### src/rtl/uart_pkg.sv
// Shared UART definitions: frame FSM states, prescale constants and parity helper.
package uart_pkg;

    localparam int unsigned UART_DATA_WIDTH = 8;
    localparam int unsigned PRESCALE_W      = 6;
    localparam int unsigned PARITY_MAX_W    = 32;

    localparam logic [PRESCALE_W-1:0] PRESCALE_8  = 6'd8;
    localparam logic [PRESCALE_W-1:0] PRESCALE_16 = 6'd16;
    localparam logic [PRESCALE_W-1:0] PRESCALE_32 = 6'd32;

    typedef enum logic [2:0] {
        IDLE   = 3'd0,
        START  = 3'd1,
        DATA   = 3'd2,
        PARITY = 3'd3,
        STOP   = 3'd4
    } uart_state_t;

    // Expected parity bit: XOR of the data, inverted for odd parity (ptype=1).
    function automatic logic parity_calc(input logic [PARITY_MAX_W-1:0] data, input logic ptype);
        return (^data) ^ ptype;
    endfunction

endpackage

### src/rtl/uart_rx_sampler.sv
// Mid-bit triple sampler: captures rx_s around the bit centre and votes.
module uart_rx_sampler
    import uart_pkg::*;
(
    input  logic                  clk,
    input  logic                  rst,
    input  logic                  i_rx_s,
    input  logic [PRESCALE_W-1:0] i_edge_cnt,
    input  logic [PRESCALE_W-1:0] i_prescale,
    output logic                  o_majority_c,
    output logic                  o_sample_done_c
);

    logic [PRESCALE_W-1:0] w_half;
    logic [2:0]            r_samples;

    assign w_half = i_prescale >> 1;

    // Capture the three samples at half-1, half and half+1.
    always_ff @(posedge clk or negedge rst) begin
        if (!rst) begin
            r_samples <= 3'b111;
        end else begin
            if (i_edge_cnt == PRESCALE_W'(w_half - 6'd1)) r_samples[0] <= i_rx_s;
            if (i_edge_cnt == w_half)                     r_samples[1] <= i_rx_s;
            if (i_edge_cnt == PRESCALE_W'(w_half + 6'd1)) r_samples[2] <= i_rx_s;
        end
    end

    // Vote is stable once all three samples are registered (half+2).
    assign o_majority_c    = (r_samples[0] & r_samples[1]) |
                             (r_samples[0] & r_samples[2]) |
                             (r_samples[1] & r_samples[2]);
    assign o_sample_done_c = (i_edge_cnt == PRESCALE_W'(w_half + 6'd2));

endmodule

### src/rtl/uart_rx_core.sv
// UART receiver: synchroniser, oversampling counters, frame FSM and checks.
module uart_rx_core
    import uart_pkg::*;
#(
    parameter int unsigned DATA_WIDTH  = UART_DATA_WIDTH,
    parameter int unsigned SYNC_STAGES = 2
) (
    input  logic                  clk,
    input  logic                  rst,
    input  logic                  rx_in,
    input  logic [PRESCALE_W-1:0] prescale,
    input  logic                  parity_en,
    input  logic                  parity_type,
    output logic [DATA_WIDTH-1:0] p_data,
    output logic                  data_valid,
    output logic                  parity_error,
    output logic                  stop_error,
    output logic                  busy
);

    localparam int unsigned BIT_CNT_W = $clog2(DATA_WIDTH + 1);

    logic [SYNC_STAGES-1:0] r_sync;
    logic                   w_rx_s;
    uart_state_t            r_state;
    logic [PRESCALE_W-1:0]  r_edge_cnt;
    logic [BIT_CNT_W-1:0]   r_bit_cnt;
    logic [DATA_WIDTH-1:0]  r_shift;
    logic                   r_par_en;
    logic                   r_par_type;
    logic                   r_par_fail;
    logic                   w_wrap;
    logic                   w_majority;
    logic                   w_sample_done;

    // Synchroniser resets to idle-high so reset never looks like a start bit.
    always_ff @(posedge clk or negedge rst) begin
        if (!rst) r_sync <= '1;
        else      r_sync <= {r_sync[SYNC_STAGES-2:0], rx_in};
    end

    assign w_rx_s = r_sync[SYNC_STAGES-1];
    assign w_wrap = (r_edge_cnt == PRESCALE_W'(prescale - 6'd1));

    uart_rx_sampler u_sampler (
        .clk             (clk),
        .rst             (rst),
        .i_rx_s          (w_rx_s),
        .i_edge_cnt      (r_edge_cnt),
        .i_prescale      (prescale),
        .o_majority_c    (w_majority),
        .o_sample_done_c (w_sample_done)
    );

    // Frame FSM with counters, shift register, parity check and registered outputs.
    always_ff @(posedge clk or negedge rst) begin
        if (!rst) begin
            r_state      <= IDLE;
            r_edge_cnt   <= '0;
            r_bit_cnt    <= '0;
            r_shift      <= '0;
            r_par_en     <= 1'b0;
            r_par_type   <= 1'b0;
            r_par_fail   <= 1'b0;
            p_data       <= '0;
            data_valid   <= 1'b0;
            parity_error <= 1'b0;
            stop_error   <= 1'b0;
            busy         <= 1'b0;
        end else begin
            data_valid   <= 1'b0;
            parity_error <= 1'b0;
            stop_error   <= 1'b0;
            r_edge_cnt   <= w_wrap ? '0 : PRESCALE_W'(r_edge_cnt + 6'd1);

            case (r_state)
                IDLE: begin
                    r_edge_cnt <= '0;
                    r_bit_cnt  <= '0;
                    if (!w_rx_s) begin
                        r_state    <= START;
                        busy       <= 1'b1;
                        r_par_en   <= parity_en;
                        r_par_type <= parity_type;
                        r_par_fail <= 1'b0;
                    end
                end
                START: begin
                    // A start bit that votes high was a glitch.
                    if (w_sample_done && w_majority) begin
                        r_state <= IDLE;
                        busy    <= 1'b0;
                    end else if (w_wrap) begin
                        r_state <= DATA;
                    end
                end
                DATA: begin
                    if (w_sample_done) r_shift <= {w_majority, r_shift[DATA_WIDTH-1:1]};
                    if (w_wrap) begin
                        if (r_bit_cnt == BIT_CNT_W'(DATA_WIDTH - 1)) begin
                            r_bit_cnt <= '0;
                            r_state   <= r_par_en ? PARITY : STOP;
                        end else begin
                            r_bit_cnt <= BIT_CNT_W'(r_bit_cnt + 1'b1);
                        end
                    end
                end
                PARITY: begin
                    if (w_sample_done &&
                        (w_majority != parity_calc(PARITY_MAX_W'(r_shift), r_par_type)))
                        r_par_fail <= 1'b1;
                    if (w_wrap) r_state <= STOP;
                end
                STOP: begin
                    // Leave at the decision point so an immediately following start is seen.
                    if (w_sample_done) begin
                        r_state <= IDLE;
                        busy    <= 1'b0;
                        if (!w_majority) begin
                            stop_error   <= 1'b1;
                            parity_error <= r_par_fail;
                        end else if (r_par_fail) begin
                            parity_error <= 1'b1;
                        end else begin
                            p_data     <= r_shift;
                            data_valid <= 1'b1;
                        end
                    end else if (w_wrap) begin
                        // Only reachable with an illegal prescale; keeps the FSM moving.
                        r_state <= IDLE;
                        busy    <= 1'b0;
                    end
                end
                default: begin
                    r_state <= IDLE;
                    busy    <= 1'b0;
                end
            endcase
        end
    end

endmodule

### config.mk
export PLATFORM = sky130hd
export DESIGN_NAME = uart_rx_core
export DESIGN_NICKNAME = d
export VERILOG_FILES = /design/src/rtl/uart_pkg.sv /design/src/rtl/uart_rx_sampler.sv /design/src/rtl/uart_rx_core.sv
export SDC_FILE = /design/constraint.sdc
export NUM_CORES = 1
export LEC_CHECK = 0
export CAP_MARGIN = 0
export CELL_PAD_IN_SITES_DETAIL_PLACEMENT = 1
export CELL_PAD_IN_SITES_GLOBAL_PLACEMENT = 1
export CORE_MARGIN = 3
export CORE_UTILIZATION = 48
export CTS_BUF_LIST = sky130_fd_sc_hd__clkbuf_4 sky130_fd_sc_hd__clkbuf_8 sky130_fd_sc_hd__clkbuf_16
export CTS_CLUSTER_DIAMETER = 50
export DETAILED_ROUTE_END_ITERATION = 8
export PLACE_DENSITY_LB_ADDON = 0.1
export RECOVER_POWER = 100
export SLEW_MARGIN = 20
export SYNTH_ARGS = -nofsm -noshare
export SYNTH_HDL_FRONTEND = slang
export SYNTH_SLANG_ARGS = --single-unit
### constraint.sdc
create_clock -name clk -period 6 [get_ports clk]
set_clock_uncertainty 0.1 [all_clocks]
set_input_delay 1.2 -clock clk [delete_from_list [all_inputs] [get_ports clk]]
set_output_delay 1.2 -clock clk [all_outputs]
set_load 0.02 [all_outputs]
==> results of run 1 <==
[power groups by stage]
stage	clock network (W)	logic, W	registers (W)
2_1_floorplan	0	0.000210	0.000354
3_3_place_gp	0	0.000263	0.000375
3_5_place_dp	0	0.000270	0.000376
4_1_cts	0.000193	0.000271	0.000371
5_1_grt	0.000206	0.000299	0.000377
6_report	0.000187	0.000264	0.000371
[kinds of logic (layout without fill, tap and decap cells)]
logic type	after synthesis	count (layout)	share of synthesized area, %
and+or+nand+nor	69	69	14.6
DFF	41	41	42.4
AOI/OAI and AO/OA	38	38	11.1
xor gates and xnor gates	33	33	12.2
muxes	24	24	11.0
buffers and inverters	21	42	3.70
adders and majority gates	10	10	5.04
[metrics by stage]
stage / hold WS [ns] / total power [W]
6_report: 0.262 / 0.000821
5_1_grt: 0.268 / 0.000882
4_1_cts: 0.265 / 0.000836
3_5_place_dp: 0.252 / 0.000646
3_3_place_gp: 0.246 / 0.000638
2_1_floorplan: 0.245 / 0.000564
[Yosys cell counts (6+ instances only)]
library cell  instances
a21oi_1               7
dfrtp_1              36
ha_1                  9
inv_1                12
mux2_2               21
nand2_1              11
nand3_1               8
nor2_1               17
nor3_1                9
o21ai_0               6
xnor2_1              20
xor2_1               12
[sequential cells by signal, summed over array words and instances (netlist names)]
signal	count
busy	1
data_valid	1
p_data	8
parity_error	1
r_bit_cnt	4
r_edge_cnt	6
r_par_en	1
r_par_fail	1
r_par_type	1
r_shift	8
r_state	3
r_sync	2
stop_error	1
u_sampler.r_samples	3
[how the worst min path moves through the flow]
stage | startpoint | endpoint | slack, ns | depth (start not counted)
after floorplan | r_sync[0] | r_sync[1] | 0.25 | 0
after global routing | r_sync[0] | r_sync[1] | 0.27 | 0
after detailed placement | r_sync[0] | r_sync[1] | 0.25 | 0
after global placement | r_sync[0] | r_sync[1] | 0.25 | 0
final | r_sync[0] | r_sync[1] | 0.26 | 0
after CTS | r_sync[0] | r_sync[1] | 0.26 | 0
[final cells by class]
| type | count | area [µm²] | area share (%) |
|---|---|---|---|
| multi-input combinational | 174 | 1310 | 47.1 |
| sequential | 41 | 1030 | 37.2 |
| timing repair buffer | 22 | 214 | 7.72 |
| clock buffer | 7 | 83.8 | 3.02 |
| tap | 67 | 83.8 | 3.02 |
| inverter | 12 | 45.0 | 1.62 |
| clock inverter | 1 | 8.76 | 0.316 |
[layer usage]
layer	wire length (µm)	vias to the layer above	share of wire [%]	GRT usage [%]
li1	-	874	-	-
met1	2500	894	47	25.6
met2	2620	27	50	32.0
met3	124	4	2.3	3.17
met4	48	0	0.91	4.27
met5	0	-	0	0
==> flow_summary.json, run 1 <==
{
  "status": "complete, but fails checks",
  "violations": "capacitance limit, slew limit",
  "syn_to_final_growth_pct": 13.9,
  "timing.max_cap.violations": 1,
  "layout_commonest_cell": "dfrtp_1",
  "grt_pass1_vias": 1889,
  "post_synth.cell_area_avg_um2": 10.3,
  "ys_types": 47,
  "fp.dieH_um": 77.2,
  "grt_pass1_wl_um": 9180,
  "period_share_pct": 68.4,
  "slowest_stage": "dlygate4sd3_1",
  "hold_viol": 0,
  "clockPowerShare_pct": 22.7,
  "relSlewSlack_pct": -40.5,
  "die_w_um": 77.2,
  "path_buf_inv": 1,
  "crit_family": "compound AO/OA/AOI/OAI gates",
  "timing.fmax_ghz": 0.244,
  "vias": 1799,
  "port_buffers": 22,
  "crit_type": "input pin to flop",
  "reg2reg_slack_ns": 3.23,
  "leakage_nw": 1.26,
  "wl_per_cell_um": 16.3,
  "crit_chain": "dlygate4sd3_1 > ha_1 > o21ba_2 > a221oi_1 > o2111ai_1 > nor2_1 > and3b_1 > mux2_2",
  "antenna_left": 0,
  "gr-total-overflow": 0,
  "syn_nets": 256,
  "design_area_um2": 2770,
  "synthTopCellsByArea": "dfrtp_1 37%, mux2_2 9.7%, xnor2_1 7.2%",
  "cts_tree": "yes",
  "critPathMaxFanout": 11,
  "setup-tns-final_ns": 0,
  "cp.required_ns": 6.08,
  "drt_first_pass_iters": 4,
  "numClockSinks": 41,
  "r2r_end": "p_data[5]",
  "rsz0062_at_grt": "no",
  "fin_util_pct": 57.6,
  "reg2reg_from": "r_edge_cnt[3]",
  "synth_top_area_share_pct": 37.0,
  "clk-insertion-delay-late_ns": 0.29,
  "path_depth": 8,
  "final_cell_mix": "36 x dfrtp_1, 20 x xnor2_1, 20 x mux2_2",
  "clock_path_buffers": 2,
  "synth_warnings": 0,
  "wl_um": 5290,
  "fillers": 556,
  "grt_max_degree": 42,
  "dieArea_um2": 5960,
  "power_frac_comb_pct": 32.1,
  "r2r.worst_path.cells": 6,
  "dp_hpwl_um": 3960,
  "start_kind": "input pin",
  "pwr-share-seq_pct": 45.1,
  "cts.clk_slew.worst_paths_ns": 0.08,
  "synth-seq-cells": 41,
  "worstSetupStartpoint": "prescale[3]",
  "h-tree-depth": 2,
  "p_sw_share_pct": 35.5,
  "cts_resized": 0,
  "dp_cells": 316,
  "final_cells": 324,
  "grt_util_all_layers_pct": 19.0,
  "report.final.slew_viol_count": 42,
  "worst_path_largest_cell_delay_ns": 0.70,
  "start_util_pct": 50.5,
  "cts_setup_buffers": 0,
  "peakVddDrop_mv": 0.211,
  "netlist_area_um2": 2430,
  "antenna_cells": 0,
  "drive_gt1_share_pct": 14.4,
  "layout_min_cycle_time_ns": 4.10,
  "ios": 23,
  "hold_buffers": 0,
  "viasPerCell": 5.55,
  "final_critical_path_setup_slack_ns": 1.90,
  "netlist_instances": 236,
  "place_congestion": 0.883,
  "hold_path_class": "flop to flop",
  "first_iter_violations": 75,
  "final_nets": 276,
  "end_kind": "flop",
  "dp_worst_setup_slack_ns": 1.68,
  "core.rowCount": 25,
  "netSwitchingPower_w": 0.000292,
  "antenna_found_initial": 0,
  "synth-edff-count": 0,
  "power_density_nw_per_um2": 296,
  "setup_viol": 0,
  "post_dp_cell_area_um2": 2690,
  "synth-main-ff-cell": "dfrtp_1",
  "cts_buffers": 5,
  "post-route-drc-count": 0,
  "power.internal_w": 0.000529,
  "cts_root_buf": "clkbuf_8",
  "synth-async-reset-ratio_pct": 100,
  "yosys.area.top_type": "dfrtp_1",
  "cp.arrival_ns": 4.18,
  "worstSetupEndpoint": "p_data[5]",
  "ys_seq_area_share_pct": 42.4,
  "placeableCoreArea_um2": 4820,
  "tightest_slew_ns": 2.11
}
Power figures use the tool's default switching activity.
==> inputs of run 2 (changes only) <==
- CORE_UTILIZATION: 48 -> 41
- clock period: 6 -> 3.55 ns (I/O delays scaled with it)
==> run 2 against run 1 <==
The flow still finishes with violations (capacitance limit, slew limit). Register-to-register slack got worse by 2.2 ns. Design area rose by 2.2%. Utilization down 7.3 points. Final cell count is 4.0% higher. Via count is 0.94% higher. Power grew 71%. Non-clock buffer count grew 8. First-iteration DRC count shrank 55%. Routed wire length up 2.4%. Critical path type unchanged. Largest power group unchanged.
==> flow_summary.json, run 2 (same netlist as run 1, synthesis figures left out) <==
{
  "status": "complete, but fails checks",
  "violations": "capacitance limit, slew limit",
  "power_frac_comb_pct": 32.6,
  "grt_pass1_vias": 1966,
  "wl_um": 5410,
  "placeableCoreArea_um2": 5640,
  "dp_cells": 329,
  "end_kind": "flop",
  "setup_viol": 0,
  "leakage_nw": 1.28,
  "layout_commonest_cell": "dfrtp_1",
  "hold_path_class": "flop to flop",
  "power.internal_w": 0.000886,
  "cts_tree": "yes",
  "wl_per_cell_um": 16.1,
  "report.final.slew_viol_count": 42,
  "dieArea_um2": 6900,
  "start_util_pct": 43.1,
  "peakVddDrop_mv": 0.369,
  "hold_buffers": 0,
  "grt_max_degree": 42,
  "first_iter_violations": 34,
  "clockPowerShare_pct": 22.7,
  "cts_resized": 0,
  "viasPerCell": 5.39,
  "final_nets": 284,
  "relSlewSlack_pct": -43.3,
  "grt_util_all_layers_pct": 16.8,
  "pwr-share-seq_pct": 44.7,
  "timing.fmax_ghz": 0.313,
  "cp.required_ns": 3.64,
  "reg.largest.list": "p_data x8, r_shift x8, r_edge_cnt x6",
  "grt_pass1_wl_um": 9520,
  "cts.clk_slew.worst_paths_ns": 0.08,
  "cp.arrival_ns": 3.28,
  "final_cell_mix": "36 x dfrtp_1, 21 x mux2_2, 20 x xnor2_1",
  "drive_gt1_share_pct": 16.6,
  "numClockSinks": 41,
  "period_share_pct": 89.9,
  "fp.dieH_um": 83.0,
  "power_density_nw_per_um2": 494,
  "vias": 1816,
  "rsz0062_at_grt": "no",
  "cts_setup_buffers": 0,
  "gr-total-overflow": 0,
  "place_congestion": 0.877,
  "port_buffers": 22,
  "netSwitchingPower_w": 0.000514,
  "final_cells": 337,
  "antenna_cells": 0,
  "ios": 23,
  "h-tree-depth": 2,
  "cts_root_buf": "clkbuf_8",
  "clk-insertion-delay-late_ns": 0.30,
  "post-route-drc-count": 0,
  "critPathMaxFanout": 8,
  "antenna_left": 0,
  "hold_ws_ns": 0.259,
  "cts_buffers": 5,
  "timing.max_cap.violations": 1,
  "drt_first_pass_iters": 4,
  "clock_path_buffers": 2,
  "antenna_found_initial": 0,
  "dp_hpwl_um": 4170,
  "core.rowCount": 27,
  "layout_min_cycle_time_ns": 3.19,
  "crit_type": "input pin to flop",
  "start_kind": "input pin",
  "syn_to_final_growth_pct": 16.4,
  "die_w_um": 83.0,
  "tightest_slew_ns": 2.15,
  "hold_viol": 0,
  "p_sw_share_pct": 36.7,
  "setup-tns-final_ns": 0
}
==> run 2: path summary, 6_finish.rpt <==
| path | from | end | slack, ns | cells past startpoint |
|---|---|---|---|---|
| min in group asynchronous | rst | r_bit_cnt[1] | 0.93 | 1 |
| max | prescale[2] | p_data[1] | 0.36 | 9 |
| max reg2reg | r_edge_cnt[3] | p_data[1] | 1.00 | 7 |
| min | r_sync[0] | r_sync[1] | 0.26 | 0 |
| min reg2reg | r_sync[0] | r_sync[1] | 0.26 | 0 |
| max in group asynchronous | rst | r_edge_cnt[2] | 1.18 | 1 |
==> run 2: per-layer routing <==
metal	GRT usage, %	share of wire, %	up-vias
met5	0	0	-
met4	5.79	1.7	0
met3	3.17	1.9	9
met2	27.5	47	21
met1	22.2	49	895
li1	-	-	891
==> run 2: layout make-up <==
type	count	area (µm²)
fillers	644	2810
multi-input cells	174	1310
flip-flops and latches	41	1030
repair buffers	30	267
well taps	72	90.1
clock buffers	5	68.8
inverters	12	45.0
clock inverters	3	25.0
==> run 2: through the flow <==
stage	area [µm²]	power [W]	setup WS [ns]	util [%]
floorplan	2430	0.000954	0.822	-
global placement	2750	0.00110	0.214	48.8
detailed placement	2750	0.00111	0.164	48.8
CTS	2850	0.00143	0.484	50.5
global route	2830	0.00151	0.160	50.2
finish	2830	0.00140	0.360	50.2
==> run 2: worst max-delay path, cell delays in order <==
cell and delay, ns:
dlygate4sd3_1 0.56, ha_1 0.26, o21ba_2 0.21, a221oi_1 0.27, buf_4 0.18, o2111ai_1 0.13
nor2_1 0.16, and3b_1 0.41, mux2_2 0.38
==> run 2: power by group through the flow <==
stage	registers, W	logic (W)	clock network, W
floorplan	0.000598	0.000355	0
global placement	0.000636	0.000463	0
detailed placement	0.000638	0.000469	0
finish	0.000626	0.000456	0.000319
CTS	0.000629	0.000470	0.000327
global route	0.000639	0.000513	0.000356
==> inputs of run 3 (changes only) <==
- CORE_ASPECT_RATIO: default -> 0.5
- PLACE_DENSITY: default -> 0.77
- PLACE_DENSITY_LB_ADDON: 0.1 -> default
==> run 3 against run 2 <==
The flow still finishes with violations (capacitance limit, slew limit). Clock-buffer cell count is 2 higher. Critical endpoint is now p_data[7]. Final cell count up 0.59%. Clock power increased by 66%. Power grew 16%.
==> flow_summary.json, run 3 (same netlist as run 1, synthesis figures left out) <==
{
  "status": "complete, but fails checks",
  "violations": "capacitance limit, slew limit",
  "wl_um": 5590,
  "first_iter_violations": 99,
  "numClockSinks": 41,
  "timing.max_cap.violations": 1,
  "port_buffers": 22,
  "grt_util_all_layers_pct": 17.4,
  "layout_commonest_cell": "dfrtp_1",
  "grt_max_degree": 42,
  "clock_path_buffers": 2,
  "antenna_cells": 0,
  "die_w_um": 115,
  "peakVddDrop_mv": 0.297,
  "cts.clk_slew.worst_paths_ns": 0.06,
  "timing.fmax_ghz": 0.308,
  "tightest_slew_ns": 2.16,
  "hold_buffers": 0,
  "hold_viol": 0,
  "ios": 23,
  "antenna_found_initial": 0,
  "end_kind": "flop",
  "crit_chain": "dlygate4sd3_1 > ha_1 > o21ba_2 > a221oi_1 > buf_4 > o2111ai_1 > nor2_1 > and3b_1 > mux2_2",
  "hold_ws_ns": 0.260,
  "reg.largest.list": "p_data x8, r_shift x8, r_edge_cnt x6",
  "critPathMaxFanout": 8,
  "power_density_nw_per_um2": 556,
  "place_congestion": 0.954,
  "syn_to_final_growth_pct": 20.0,
  "setup_viol": 0,
  "fillers": 637,
  "final_cell_mix": "36 x dfrtp_1, 21 x mux2_2, 20 x xnor2_1",
  "dieArea_um2": 6950,
  "setup-tns-final_ns": 0,
  "viasPerCell": 5.53,
  "core.rowCount": 19,
  "post-route-drc-count": 0,
  "start_kind": "input pin",
  "slowest_stage": "dlygate4sd3_1",
  "cts_resized": 0,
  "drt_first_pass_iters": 4,
  "dp_hpwl_um": 4120,
  "layout_min_cycle_time_ns": 3.24,
  "cp.required_ns": 3.61,
  "final_critical_path_setup_slack_ns": 0.305,
  "dp_worst_setup_slack_ns": 0.112,
  "final_cells": 339,
  "cts_tree": "yes",
  "h-tree-depth": 2,
  "reg2reg_slack_ns": 1.02,
  "report.final.slew_viol_count": 42,
  "drive_gt1_share_pct": 16.5,
  "relSlewSlack_pct": -43.9,
  "leakage_nw": 1.33,
  "cts_setup_buffers": 0,
  "clk-insertion-delay-late_ns": 0.28,
  "rsz0062_at_grt": "no",
  "total_power_w": 0.00162,
  "wl_per_cell_um": 16.5,
  "cp.arrival_ns": 3.31,
  "final_nets": 285,
  "placeableCoreArea_um2": 5610,
  "worst_path_largest_cell_delay_ns": 0.60,
  "crit_type": "input pin to flop",
  "cts_root_buf": "clkbuf_16",
  "vias": 1873,
  "hold_path_class": "flop to flop",
  "antenna_left": 0,
  "cts_buffers": 5,
  "grt_pass1_wl_um": 9560,
  "gr-total-overflow": 0,
  "fp.dieH_um": 60.5,
  "grt_pass1_vias": 1971,
  "period_share_pct": 91.4,
  "dp_cells": 331,
  "start_util_pct": 43.4
}
run 3: area by class of cell:
cell class / count / area, µm² / area share [%]
clock buffer: 7 / 146 / 5.01
timing repair buffer: 31 / 270 / 9.25
tap: 73 / 91.3 / 3.13
clock inverter: 1 / 30.0 / 1.03
sequential: 41 / 1030 / 35.3
inverter: 12 / 45.0 / 1.54
multi-input combinational: 174 / 1310 / 44.7
run 3: metrics by stage:
stage | utilization [%] | cell area, µm²
finish | 52.1 | 2920
CTS | 52.4 | 2940
global placement | 49.2 | 2760
detailed placement | 49.2 | 2760
floorplan | - | 2430
global route | 52.1 | 2920
run 3: per-layer routing:
metal / up-vias / global-route usage, % / wire, µm
met4: 0 / 3.68 / 51
li1: 893 / - / -
met3: 6 / 2.79 / 152
met2: 25 / 30.3 / 2680
met5: - / 0 / 0
met1: 949 / 23.5 / 2710
run 3: path summary, 6_finish.rpt:
check / from / endpoint / cells past startpoint
worst max-delay path: prescale[3] / p_data[7] / 9
worst min-delay path: r_sync[0] / r_sync[1] / 0
worst max register to register: r_edge_cnt[3] / p_data[7] / 7
worst min register to register: r_sync[0] / r_sync[1] / 0
max in group asynchronous: rst / r_edge_cnt[5] / 1
min in group asynchronous: rst / r_edge_cnt[1] / 1
run 3: where the power goes:
part	leakage [nW]	switching (W)	internal [W]
combinational	0.697	0.000264	0.000203
clock	0.0875	0.000171	0.000359
sequential	0.542	0.0000848	0.000543
total	1.33	0.000520	0.00111
run 3: critical path: cells and delay by family:
kind | cells | cell delay (ns)
AOI/OAI and AO/OA | 3 | 0.62
adders and majority gates | 1 | 0.28
buffers and inverters | 2 | 0.76
muxes | 1 | 0.39
and+or+nand+nor | 2 | 0.55
